**config.mk**
```make
export PLATFORM = sky130hd
export DESIGN_NAME = signed_iterative_divider
export DESIGN_NICKNAME = d
export VERILOG_FILES = /design/src/rtl/signed_iterative_divider.sv
export SDC_FILE = /design/constraint.sdc
export NUM_CORES = 1
export LEC_CHECK = 0
export ABC_AREA = 0
export BUFFER_PORTS_ARGS = -buffer_cell sky130_fd_sc_hd__buf_2
export CAP_MARGIN = 20
export CORE_UTILIZATION = 26
export CTS_CLUSTER_SIZE = 8
export DETAILED_ROUTE_END_ITERATION = 10
export PLACE_DENSITY = 0.49
export SLEW_MARGIN = 15
export SYNTH_ARGS = -nofsm -noshare
export SYNTH_HDL_FRONTEND = slang
export SYNTH_SLANG_ARGS = --single-unit
```
**constraint.sdc**
```tcl
create_clock -name i_clk -period 3.4 [get_ports i_clk]
set_input_delay 0.51 -clock i_clk [delete_from_list [all_inputs] [get_ports i_clk]]
set_output_delay 0.51 -clock i_clk [all_outputs]
set_load 0.005 [all_outputs]
```
**src/rtl/signed_iterative_divider.sv**
```systemverilog
// Radix-2 restoring signed divider: 2W-bit dividend / W-bit divisor -> W-bit quotient and remainder, 2W+1 edge latency.
// Define SIGNED_DIVIDER_SATURATE_EN to clamp out-of-range quotients and raise o_overflow; otherwise they wrap.
module signed_iterative_divider #(
    parameter int INPUT_WIDTH = 18
) (
    input  logic                            i_clk,
    input  logic                            i_reset,
    input  logic                            i_valid,
    input  logic signed [2*INPUT_WIDTH-1:0] i_dividend,
    input  logic signed [INPUT_WIDTH-1:0]   i_divisor,
    output logic                            o_ready,
    output logic signed [INPUT_WIDTH-1:0]   o_quotient,
    output logic signed [INPUT_WIDTH-1:0]   o_remainder,
    output logic                            o_valid,
    output logic                            o_div_by_zero,
    output logic                            o_overflow
);
    localparam int W  = INPUT_WIDTH;
    localparam int DW = 2 * W;
    localparam int CW = $clog2(DW);

    localparam logic [W-1:0] Q_MAX = {1'b0, {(W-1){1'b1}}};
    localparam logic [W-1:0] Q_MIN = {1'b1, {(W-1){1'b0}}};

    typedef enum logic [1:0] {IDLE, CALC, DONE} state_t;
    state_t state, state_next;

    logic          q_sign;
    logic          dvd_sign;
    logic          dbz;
    logic [DW-1:0] dvd_mag;   // dividend bits shift out of the top, quotient bits shift in at the bottom
    logic [W-1:0]  dvs_mag;
    logic [W-1:0]  rem;
    logic [CW-1:0] count;
    logic          accept;
    logic [W:0]    shifted;
    logic          fits;
    logic [W-1:0]  q_res;
    logic [W-1:0]  r_res;
    logic          ovf_res;

    assign o_ready = (state == IDLE);
    assign accept  = o_ready && i_valid;

    always_ff @(posedge i_clk) begin
        if (i_reset) state <= IDLE;
        else         state <= state_next;
    end

    always_comb begin
        state_next = state;
        case (state)
            IDLE:    if (i_valid) state_next = CALC;
            CALC:    if (count == '0) state_next = DONE;
            DONE:    state_next = IDLE;
            default: state_next = IDLE;
        endcase
    end

    assign shifted = {rem, dvd_mag[DW-1]};
    assign fits    = (shifted >= {1'b0, dvs_mag});

    // NOTE: the datapath registers carry no reset; every operation reloads them on its accepting edge.
    always_ff @(posedge i_clk) begin
        if (accept) begin
            q_sign   <= i_dividend[DW-1] ^ i_divisor[W-1];
            dvd_sign <= i_dividend[DW-1];
            dvd_mag  <= i_dividend[DW-1] ? DW'(-i_dividend) : DW'(i_dividend);
            dvs_mag  <= i_divisor[W-1] ? W'(-i_divisor) : W'(i_divisor);
            dbz      <= (i_divisor == '0);
            rem      <= '0;
            count    <= CW'(DW - 1);
        end else if (state == CALC) begin
            rem     <= fits ? W'(shifted - {1'b0, dvs_mag}) : shifted[W-1:0];
            dvd_mag <= {dvd_mag[DW-2:0], fits};
            count   <= count - 1'b1;
        end
    end

    // Remainder magnitude is below |divisor| <= 2^(W-1), so it always fits the signed W-bit result.
    always_comb begin
        q_res   = q_sign ? -dvd_mag[W-1:0] : dvd_mag[W-1:0];
        r_res   = dvd_sign ? -rem : rem;
        ovf_res = 1'b0;
`ifdef SIGNED_DIVIDER_SATURATE_EN
        if (q_sign ? (dvd_mag > {{(DW-W){1'b0}}, Q_MIN})
                   : (dvd_mag > {{(DW-W){1'b0}}, Q_MAX})) begin
            q_res   = q_sign ? Q_MIN : Q_MAX;
            ovf_res = 1'b1;
        end
`endif
        if (dbz) begin
            q_res   = dvd_sign ? Q_MIN : Q_MAX;
            r_res   = '0;
            ovf_res = 1'b0;
        end
    end

    always_ff @(posedge i_clk) begin
        if (i_reset) begin
            o_quotient    <= '0;
            o_remainder   <= '0;
            o_valid       <= 1'b0;
            o_div_by_zero <= 1'b0;
            o_overflow    <= 1'b0;
        end else begin
            o_valid <= (state == DONE);
            if (state == DONE) begin
                o_quotient    <= q_res;
                o_remainder   <= r_res;
                o_div_by_zero <= dbz;
                o_overflow    <= ovf_res;
            end
        end
    end

endmodule

```
# Yosys cells after proc, flatten, opt, wreduce, memory -nomap -nowiden
# Index checks and enable logic that the tools add are counted.
totals:
  reg_bits: 121
  out_inout_bits: 40
op_classes:
  n_addsub: 6
  n_lt_le_gt_ge: 1
  n_eq_ne: 4
  mux: 13
  n_bitwise: 1
  n_reduce_logical: 6
op_table:
  columns: ["op", "count"]
  rows:
  - ["18-bit two-way mux", 6]
  - ["36-bit two-way mux", 3]
  - ["18-bit negation", 3]
  - ["36-bit negation", 1]
  - ["19-bit by 18-bit >= comparator with 1-bit output", 1]
  - ["18-bit zero test", 1]
  - ["18-bit subtractor", 1]
  - ["17-bit two-way mux", 1]
  - ["6-bit zero test", 1]
  - ["6-bit by 1-bit subtractor with 6-bit output (second input constant)", 1]
  - ["2-bit two-way mux", 2]
  - ["2-bit != test (second input constant)", 2]
  - ["2-bit case mux with 2 select lines", 1]
  - ["2-bit by 1-bit == test with 1-bit output (second input constant)", 1]
  - ["2-bit == test (second input constant)", 1]
  - ["2-bit zero test", 1]
  - ["2-bit AND reduction", 1]
  - ["2-bit nonzero test", 1]
  - ["1-bit logical AND", 1]
  - ["1-bit bitwise XOR", 1]

# Logic depth before layout (Yosys ltp)
# Gate-level depths: netlist of the first run.
logic_depth:
  ltp_word: 3
  mapped_depth: 11
  mapped_depth_nobuf: 11

# Worst setup path before layout of the first run
# Ideal clock, no wire load.
synth_path:
  path_kind: "input port to flip-flop"
  start: "input port i_dividend[16]"
  end: "register dvd_mag[29], data pin"
  setup_ps: 264
  t_arrival_ps: 2957
  setup_slack_ps: 179
  cell_stages: 7
  n_path_buf: 0
  cell_sequence: "or4_4 > or4_1 > or4_4 > or4_4 > o41ai_4 > xor2_1 > o21ai_1"
synth_between:
  elab_chain_len: 3
synth_lines:
  columns: ["item", "line_no", "text"]
  rows:
  - ["from (decl)", "9", "input logic signed [2*INPUT_WIDTH-1:0] i_dividend,"]
  - ["36-bit negation", "68", "dvd_mag <= i_dividend[DW-1] ? DW'(-i_dividend) : DW'(i_dividend);"]
  - ["36-bit two-way mux", "68", null]
  - ["36-bit two-way mux", "65", "if (accept) begin"]
  - ["to (signal assigned)", "68", null]
  - ["to (signal assigned)", "75", "dvd_mag <= {dvd_mag[DW-2:0], fits};"]
  - ["to (decl)", "31", "logic [DW-1:0] dvd_mag;"]
# Every way passes these cells.
# A chain may end at the register's enable or synchronous reset.

# Worst setup path in the final report of the first run
# Same ends and word-level chain as after synthesis.

==> flow_results.xml, run 1 <==
<?xml version="1.0" encoding="UTF-8"?>
<metrics>
  <group name="logic_synthesis">
    <metric name="synthesized_netlist_cell_count" unit="">803</metric>
    <metric name="post_synth.cell_area_avg" unit="µm²">8.96</metric>
    <metric name="ys_dominant_reg_cell" unit="">sky130_fd_sc_hd__dfxtp_1</metric>
    <metric name="synth.area.top_cells" unit="">sky130_fd_sc_hd__edfxtp_1 24%, sky130_fd_sc_hd__dfxtp_1 18%, sky130_fd_sc_hd__xor2_1 7.6%, sky130_fd_sc_hd__o21ai_0 6.8%, sky130_fd_sc_hd__nand2_1 5.4%</metric>
    <metric name="yosys.cell_types.count" unit="">51</metric>
    <metric name="post_synth_instance_area" unit="µm²">7190</metric>
    <metric name="async_flop_share" unit="%">0</metric>
    <metric name="number_of_enable_flip_flop_cells_after_synthesis" unit="">57</metric>
    <metric name="post_synth_most_frequent_cells" unit="">104 x sky130_fd_sc_hd__nand2_1, 97 x sky130_fd_sc_hd__o21ai_0, 64 x sky130_fd_sc_hd__dfxtp_1</metric>
    <metric name="synth_most_common_cell" unit="">sky130_fd_sc_hd__nand2_1</metric>
    <metric name="synthesis.nets" unit="">884</metric>
    <metric name="synth_top_cell_by_area" unit="">sky130_fd_sc_hd__edfxtp_1</metric>
    <metric name="synth-seq-area-share" unit="%">41.6</metric>
    <metric name="synth_warnings" unit="">0</metric>
    <metric name="synth_top_cell_area_share" unit="%">23.8</metric>
    <metric name="ys_seq_elements" unit="">121</metric>
  </group>
  <group name="routing">
    <metric name="first_iter_violations" unit="">309</metric>
    <metric name="first_pass_iters" unit="">5</metric>
    <metric name="routed_wire_length_per_instance" unit="µm">14.3</metric>
    <metric name="total_wirelength" unit="µm">17800</metric>
    <metric name="routed_via_density" unit="">4.71</metric>
    <metric name="detailroute.via_count" unit="">5882</metric>
    <metric name="remaining_drc_errors" unit="">0</metric>
    <metric name="antenna_violating_nets_remaining" unit="">0</metric>
  </group>
  <group name="cells_and_area">
    <metric name="area_of_all_placed_cells_without_fillers" unit="µm²">8690</metric>
    <metric name="layout.filler_cells" unit="">2876</metric>
    <metric name="fin_nets" unit="">974</metric>
    <metric name="final_core_utilization" unit="%">32.1</metric>
    <metric name="post_route_cells_drive_above_1_share" unit="%">16.7</metric>
    <metric name="synthToLayoutAreaGrowth" unit="%">20.8</metric>
    <metric name="layout.area.seq" unit="µm²">2990</metric>
    <metric name="layout.cells.non_filler" unit="">1250</metric>
    <metric name="multi_input_comb_area" unit="µm²">3940</metric>
  </group>
  <group name="floorplanning">
    <metric name="design.die.area" unit="µm²">28300</metric>
    <metric name="initial_util" unit="%">26.6</metric>
    <metric name="dieWidth" unit="µm">168</metric>
    <metric name="num_io_pins" unit="">97</metric>
    <metric name="fp.dieH" unit="µm">168</metric>
    <metric name="core" unit="µm²">27000</metric>
    <metric name="placement_rows" unit="">60</metric>
  </group>
  <group name="clock_tree">
    <metric name="clock_sink_count" unit="">121</metric>
    <metric name="cts_repair_resize_count" unit="">0</metric>
    <metric name="cts.repair_timing.setup_buffer_count" unit="">0</metric>
    <metric name="tritoncts" unit="">built</metric>
    <metric name="hold_buffers" unit="">0</metric>
    <metric name="cts_buffer_depth" unit="">2</metric>
    <metric name="ctsRootBufferMaster" unit="">sky130_fd_sc_hd__clkbuf_16</metric>
    <metric name="cts_made_buffers" unit="">17</metric>
    <metric name="htree_levels" unit="">4</metric>
    <metric name="path_clk_slew" unit="ns">0.07</metric>
    <metric name="clk_latency" unit="ns">0.42</metric>
  </group>
  <group name="sta">
    <metric name="setup_ws" unit="ns">0.413</metric>
    <metric name="timing.final.setup_violations" unit="">0</metric>
    <metric name="layout_min_cycle_time" unit="ns">2.99</metric>
    <metric name="worstMarginPinSlew" unit="ns">0.942</metric>
    <metric name="setup_repair_after_global_routing_missed_its_margin" unit="">false</metric>
    <metric name="final_min_period_over_clock_period" unit="%">87.8</metric>
    <metric name="max-slew-margin-rel" unit="%">37.2</metric>
    <metric name="final-max-slew-violation-count" unit="">0</metric>
    <metric name="final_hold_viol_count" unit="">0</metric>
    <metric name="maxClockFrequency" unit="MHz">335</metric>
    <metric name="finClkSkew" unit="ns">0.0143</metric>
  </group>
  <group name="min_path">
    <metric name="worst_hold_path_type" unit="">input pin to flop</metric>
  </group>
  <group name="placed_design">
    <metric name="last_weighted_congestion_value_of_the_routability_driven_placer" unit="">0.851</metric>
    <metric name="post_dp_cell_area" unit="µm²">8080</metric>
    <metric name="numPlacedInstances" unit="">1215</metric>
    <metric name="place_ws" unit="ns">-0.0307</metric>
    <metric name="portBuffers" unit="">95</metric>
    <metric name="dpl.hpwl" unit="µm">13400</metric>
  </group>
  <group name="worst_setup_path">
    <metric name="crit-reg2reg-capture" unit="">rem[6]</metric>
    <metric name="setup.reg_to_reg.worst_slack" unit="ns">0.47</metric>
    <metric name="worstSetupStartpoint" unit="">i_dividend[16]</metric>
    <metric name="timing.critical_path.slowest_stage_cell" unit="">sky130_fd_sc_hd__or4_4</metric>
    <metric name="worstPathRequired" unit="ns">3.55</metric>
    <metric name="setup.worst_path.end_class" unit="">flop</metric>
    <metric name="crit_type" unit="">input pin to flop</metric>
    <metric name="crit_path_max_fanout" unit="">5</metric>
    <metric name="arrival" unit="ns">3.14</metric>
    <metric name="worst_path_most_repeated_cell" unit="">sky130_fd_sc_hd__or4_4</metric>
    <metric name="ff2ff_path_depth" unit="">9</metric>
    <metric name="critical_path.max_stage_delay" unit="ns">0.57</metric>
    <metric name="crit_path_cell_trace" unit="">buf_2, or4_4, or4_1, or4_4, or4_4, o41ai_4, xor2_1, o21ai_1</metric>
    <metric name="timing.rr.start" unit="">rem[5]</metric>
    <metric name="start_kind" unit="">input pin</metric>
    <metric name="critPathCapture" unit="">dvd_mag[29]</metric>
  </group>
  <group name="global_route">
    <metric name="grt_pass1_vias" unit="">5507</metric>
    <metric name="grt.total_usage" unit="%">12.9</metric>
    <metric name="grt_overflow_total" unit="">0</metric>
    <metric name="first_pass_grt_wire_length" unit="µm">28900</metric>
    <metric name="grt_start_max_net_pins" unit="">77</metric>
    <metric name="grt_antenna_before_repair" unit="">3</metric>
  </group>
  <group name="pwr">
    <metric name="max-vdd-ir-drop" unit="V">0.000386</metric>
    <metric name="cellPowerDensity" unit="nW/µm²">653</metric>
    <metric name="p_leak" unit="nW">3.57</metric>
  </group>
  <group name="run">
    <metric name="max_capacitance_violation_count" unit="">0</metric>
  </group>
  <group name="status">
    <metric name="result_of_the_run" unit="">finished, final reports clean</metric>
  </group>
</metrics>
[per-stage QoR]
step,total power [W],hold slack (ns),setup TNS (ns)
finish,0.00567,0.318,0
floorplan,0.00337,0.435,0
CTS,0.00574,0.307,0
global placement,0.00385,0.423,-0.0675
detailed placement,0.00386,0.427,-0.0881
global route,0.00605,0.306,0
[critical path: cells and delay by family]
family	cells	cell delay, ns
AO/OA/AOI/OAI	2	0.30
buffers and inverters	1	0.10
XOR/XNOR	1	0.17
AND/OR/NAND/NOR	4	2.05
[report_power, final]
group	total (W)	switching [W]	internal (W)
sequential	0.00196	0.000222	0.00174
clock	0.00185	0.000701	0.00115
combinational	0.00186	0.00105	0.000804
total	0.00567	0.00198	0.00369
[worst min path at each step]
stage | slack [ns] | cells after the start | endpoint | from
after detailed placement | 0.43 | 2 | o_quotient[16] | o_quotient[16]
after floorplan | 0.43 | 2 | o_quotient[14] | o_quotient[14]
after global routing | 0.31 | 1 | dvs_mag[0] | i_divisor[0]
after CTS | 0.31 | 1 | dvs_mag[0] | i_divisor[0]
after global placement | 0.42 | 2 | o_quotient[16] | o_quotient[16]
final | 0.32 | 1 | dvs_mag[0] | i_divisor[0]
[routing by layer]
| layer | routed length (µm) | part of all wire [%] | global-route usage [%] | vias to the layer above |
|---|---|---|---|---|
| met4 | 306 | 1.7 | 4.62 | 0 |
| li1 | - | - | - | 3095 |
| met3 | 829 | 4.7 | 3.10 | 19 |
| met2 | 7560 | 42 | 19.0 | 135 |
| met1 | 9120 | 51 | 18.1 | 2633 |
| met5 | 0 | 0 | 0 | - |
[sequential cells by signal, indices dropped and copies added, names as in the netlist]
name and flops:
o_quotient 18, rem 18, q_sign 1, dvd_sign 1, o_valid 1, dvs_mag 18
o_div_by_zero 1, dbz 1, state 2, o_remainder 18, count 6, dvd_mag 36
[cell usage in the layout (no fill, tap or decap), types with 3 or more instances in the layout]
cell type / instances
sky130_fd_sc_hd__or3_1: 14
sky130_fd_sc_hd__or4_4: 4
sky130_fd_sc_hd__or4_1: 6
sky130_fd_sc_hd__o41ai_1: 9
sky130_fd_sc_hd__inv_1: 31
sky130_fd_sc_hd__mux2i_1: 15
sky130_fd_sc_hd__a211oi_1: 3
sky130_fd_sc_hd__nand2_1: 103
sky130_fd_sc_hd__o211ai_1: 13
sky130_fd_sc_hd__xor2_1: 62
sky130_fd_sc_hd__inv_6: 3
sky130_fd_sc_hd__o21ai_1: 4
sky130_fd_sc_hd__buf_2: 95
sky130_fd_sc_hd__a31oi_1: 4
sky130_fd_sc_hd__nand2b_1: 19
sky130_fd_sc_hd__diode_2: 3
sky130_fd_sc_hd__edfxtp_1: 57
sky130_fd_sc_hd__a21oi_1: 31
sky130_fd_sc_hd__nor4_1: 11
sky130_fd_sc_hd__ha_1: 23
sky130_fd_sc_hd__and3_1: 4
sky130_fd_sc_hd__nor2_1: 41
sky130_fd_sc_hd__nand4_1: 7
sky130_fd_sc_hd__dfxtp_1: 64
sky130_fd_sc_hd__clkinv_1: 3
sky130_fd_sc_hd__o21ai_0: 97
sky130_fd_sc_hd__a211o_1: 3
sky130_fd_sc_hd__nor2b_1: 4
sky130_fd_sc_hd__nor3_1: 12
sky130_fd_sc_hd__buf_4: 17
sky130_fd_sc_hd__xnor2_1: 37
sky130_fd_sc_hd__clkinv_4: 3
sky130_fd_sc_hd__a21o_1: 6
sky130_fd_sc_hd__a22oi_1: 8
sky130_fd_sc_hd__o31ai_1: 27
sky130_fd_sc_hd__a22o_1: 5
sky130_fd_sc_hd__clkbuf_16: 17
sky130_fd_sc_hd__nand3_1: 13
sky130_fd_sc_hd__bufinv_16: 3
[layout make-up]
cell class	count	share of cell area, %
well taps	341	4.91
diodes	3	0.0864
clock buffers	17	4.90
flip-flops and latches	121	34.5
repair buffers	112	6.94
inverters	31	1.34
multi-input cells	610	45.4
clock inverters	15	2.00
[cells by family (layout without fill, tap and decap cells)]
family	after synthesis	in the layout	synth area share [%]
xor+xnor	99	99	12.1
fa+ha+maj	24	24	4.28
buf+inv	72	175	3.81
simple gates	247	247	16.5
other cells	1	4	0.0521
mux	15	15	2.09
flops	121	121	41.6
compound gates	224	224	19.6
(Power assumes the default switching activity.)
==> inputs of run 2 (changes only) <==
--- a/config.mk
+++ b/config.mk
@@ -6,12 +6,12 @@
 export NUM_CORES = 1
 export LEC_CHECK = 0
 export ABC_AREA = 0
-export BUFFER_PORTS_ARGS = -buffer_cell sky130_fd_sc_hd__buf_2
 export CAP_MARGIN = 20
 export CORE_UTILIZATION = 26
 export CTS_CLUSTER_SIZE = 8
 export DETAILED_ROUTE_END_ITERATION = 10
-export PLACE_DENSITY = 0.49
+export DONT_BUFFER_PORTS = 1
+export PLACE_DENSITY = 0.46
 export SLEW_MARGIN = 15
 export SYNTH_ARGS = -nofsm -noshare
 export SYNTH_HDL_FRONTEND = slang
==> run 2 against run 1 <==
- largest power group is now clock
- critical path type unchanged
- clock power grew 10%
- combinational power shrank 3%
- flip-flop and latch count is the same
==> flow_results.xml, run 2 (synthesis gave the netlist of run 1 again) <==
<?xml version="1.0" encoding="UTF-8"?>
<metrics>
  <group name="routing">
    <metric name="total_wirelength" unit="µm">18000</metric>
    <metric name="routed_wire_length_per_instance" unit="µm">15.7</metric>
    <metric name="antenna_violating_nets_remaining" unit="">0</metric>
    <metric name="routed_via_density" unit="">4.82</metric>
    <metric name="first_pass_iters" unit="">4</metric>
    <metric name="first_iter_violations" unit="">351</metric>
    <metric name="remaining_drc_errors" unit="">0</metric>
    <metric name="detailroute.via_count" unit="">5524</metric>
  </group>
  <group name="cells_and_area">
    <metric name="commonest_non_fill_non_tap_cell_in_the_layout" unit="">sky130_fd_sc_hd__nand2_1</metric>
    <metric name="area_of_all_placed_cells_without_fillers" unit="µm²">8250</metric>
    <metric name="layout_common_cells" unit="">103 x sky130_fd_sc_hd__nand2_1, 97 x sky130_fd_sc_hd__o21ai_0, 64 x sky130_fd_sc_hd__dfxtp_1</metric>
    <metric name="antennaDiodeCount" unit="">0</metric>
    <metric name="post_route_cells_drive_above_1_share" unit="%">6.70</metric>
    <metric name="largest_register" unit="">dvd_mag</metric>
    <metric name="synthToLayoutAreaGrowth" unit="%">14.7</metric>
    <metric name="fin_nets" unit="">874</metric>
    <metric name="largest_register_ffs" unit="">36</metric>
  </group>
  <group name="clock_tree">
    <metric name="hold_buffers" unit="">0</metric>
    <metric name="clock_sink_count" unit="">121</metric>
    <metric name="cts_made_buffers" unit="">17</metric>
    <metric name="cts.repair_timing.setup_buffer_count" unit="">0</metric>
    <metric name="ctsRootBufferMaster" unit="">sky130_fd_sc_hd__clkbuf_16</metric>
    <metric name="clk_latency" unit="ns">0.42</metric>
    <metric name="path_clk_slew" unit="ns">0.06</metric>
    <metric name="tritoncts" unit="">built</metric>
    <metric name="htree_levels" unit="">4</metric>
    <metric name="cts_repair_resize_count" unit="">0</metric>
    <metric name="cts_buffer_depth" unit="">2</metric>
  </group>
  <group name="worst_setup_path">
    <metric name="crit_type" unit="">input pin to flop</metric>
    <metric name="ff2ff_path_depth" unit="">9</metric>
    <metric name="start_kind" unit="">input pin</metric>
    <metric name="timing.rr.start" unit="">rem[5]</metric>
    <metric name="arrival" unit="ns">3.09</metric>
    <metric name="setup.worst_path.end_class" unit="">flop</metric>
    <metric name="worstSetupStartpoint" unit="">i_dividend[16]</metric>
    <metric name="worstPathRequired" unit="ns">3.55</metric>
    <metric name="crit_path_max_fanout" unit="">6</metric>
  </group>
  <group name="placed_design">
    <metric name="last_weighted_congestion_value_of_the_routability_driven_placer" unit="">0.858</metric>
    <metric name="portBuffers" unit="">0</metric>
    <metric name="post_dp_cell_area" unit="µm²">7570</metric>
    <metric name="dpl.hpwl" unit="µm">13500</metric>
  </group>
  <group name="sta">
    <metric name="max-slew-margin-rel" unit="%">34.4</metric>
    <metric name="tns" unit="ns">0</metric>
    <metric name="final_min_period_over_clock_period" unit="%">86.4</metric>
    <metric name="final-max-slew-violation-count" unit="">0</metric>
    <metric name="timing.final.setup_violations" unit="">0</metric>
    <metric name="layout_min_cycle_time" unit="ns">2.94</metric>
    <metric name="final_hold_viol_count" unit="">0</metric>
    <metric name="setup_repair_after_global_routing_missed_its_margin" unit="">false</metric>
    <metric name="finClkSkew" unit="ns">0.00979</metric>
    <metric name="maxClockFrequency" unit="MHz">340</metric>
    <metric name="worstMarginPinSlew" unit="ns">0.985</metric>
  </group>
  <group name="floorplanning">
    <metric name="num_io_pins" unit="">97</metric>
    <metric name="fp.dieH" unit="µm">168</metric>
    <metric name="design.die.area" unit="µm²">28300</metric>
    <metric name="initial_util" unit="%">26.6</metric>
    <metric name="core" unit="µm²">27000</metric>
    <metric name="dieWidth" unit="µm">168</metric>
    <metric name="placement_rows" unit="">60</metric>
  </group>
  <group name="pwr">
    <metric name="p_total" unit="W">0.00582</metric>
    <metric name="cellPowerDensity" unit="nW/µm²">705</metric>
    <metric name="max-vdd-ir-drop" unit="V">0.000360</metric>
    <metric name="p_leak" unit="nW">3.16</metric>
  </group>
  <group name="global_route">
    <metric name="grt_antenna_before_repair" unit="">0</metric>
    <metric name="first_pass_grt_wire_length" unit="µm">28800</metric>
    <metric name="grt.total_usage" unit="%">12.9</metric>
    <metric name="grt_start_max_net_pins" unit="">77</metric>
    <metric name="grt_overflow_total" unit="">0</metric>
    <metric name="grt_pass1_vias" unit="">5310</metric>
  </group>
  <group name="run">
    <metric name="max_capacitance_violation_count" unit="">0</metric>
  </group>
  <group name="min_path">
    <metric name="hold_path_startpoint" unit="">i_reset</metric>
    <metric name="worst_hold_path_type" unit="">input pin to flop</metric>
    <metric name="timing.hold.worst_path_depth" unit="">1</metric>
  </group>
  <group name="status">
    <metric name="result_of_the_run" unit="">finished, final reports clean</metric>
  </group>
</metrics>
==> run 2: final cells by class <==
| class | instances | area [µm²] |
|---|---|---|
| clock buffers | 26 | 594 |
| clock inverters | 6 | 90.1 |
| fillers | 2874 | 18800 |
| inverters | 31 | 116 |
| multi-input cells | 610 | 3940 |
| flip-flops and latches | 121 | 2990 |
| well taps | 341 | 427 |
| repair buffers | 12 | 90.1 |
==> run 2: layer usage <==
layer,up-vias,wire [µm],GRT usage [%]
li1,2878,-,-
met1,2510,8930,17.6
met2,118,7720,18.9
met3,18,1010,4.28
met4,0,316,4.51
met5,-,0,0
==> run 2: final timing paths <==
path | endpoint | slack, ns
setup / recovery | dvd_mag[29] | 0.46
hold / removal | o_quotient[1] | 0.16
setup reg to reg | rem[1] | 0.52
hold reg to reg | o_quotient[14] | 0.46
==> run 2: per-stage QoR <==
step                      hold WS, ns  util (%)  std cells  worst slack (ns)
after floorplan                 0.435         -        803             0.179
after global placement          0.450      28.0       1115            0.0505
after detailed placement        0.451      28.0       1115            0.0175
after CTS                       0.137      30.5       1147             0.474
after global routing            0.132      30.5       1147             0.311
final                           0.162      30.5       1147             0.461
==> run 2: power by group <==
group          leakage [nW]  internal (W)  switching, W
clock                 0.336       0.00136      0.000685
sequential             1.08       0.00174      0.000227
combinational          1.75      0.000796       0.00102
total                  3.16       0.00389       0.00193
==> run 2: worst max-delay path, cell delays in order <==
cell                      delay (ns)
sky130_fd_sc_hd__or4_4          0.54
sky130_fd_sc_hd__or4_1          0.43
sky130_fd_sc_hd__or4_4          0.54
sky130_fd_sc_hd__or4_4          0.58
sky130_fd_sc_hd__o41ai_4        0.24
sky130_fd_sc_hd__xor2_1         0.18
sky130_fd_sc_hd__o21ai_1        0.07
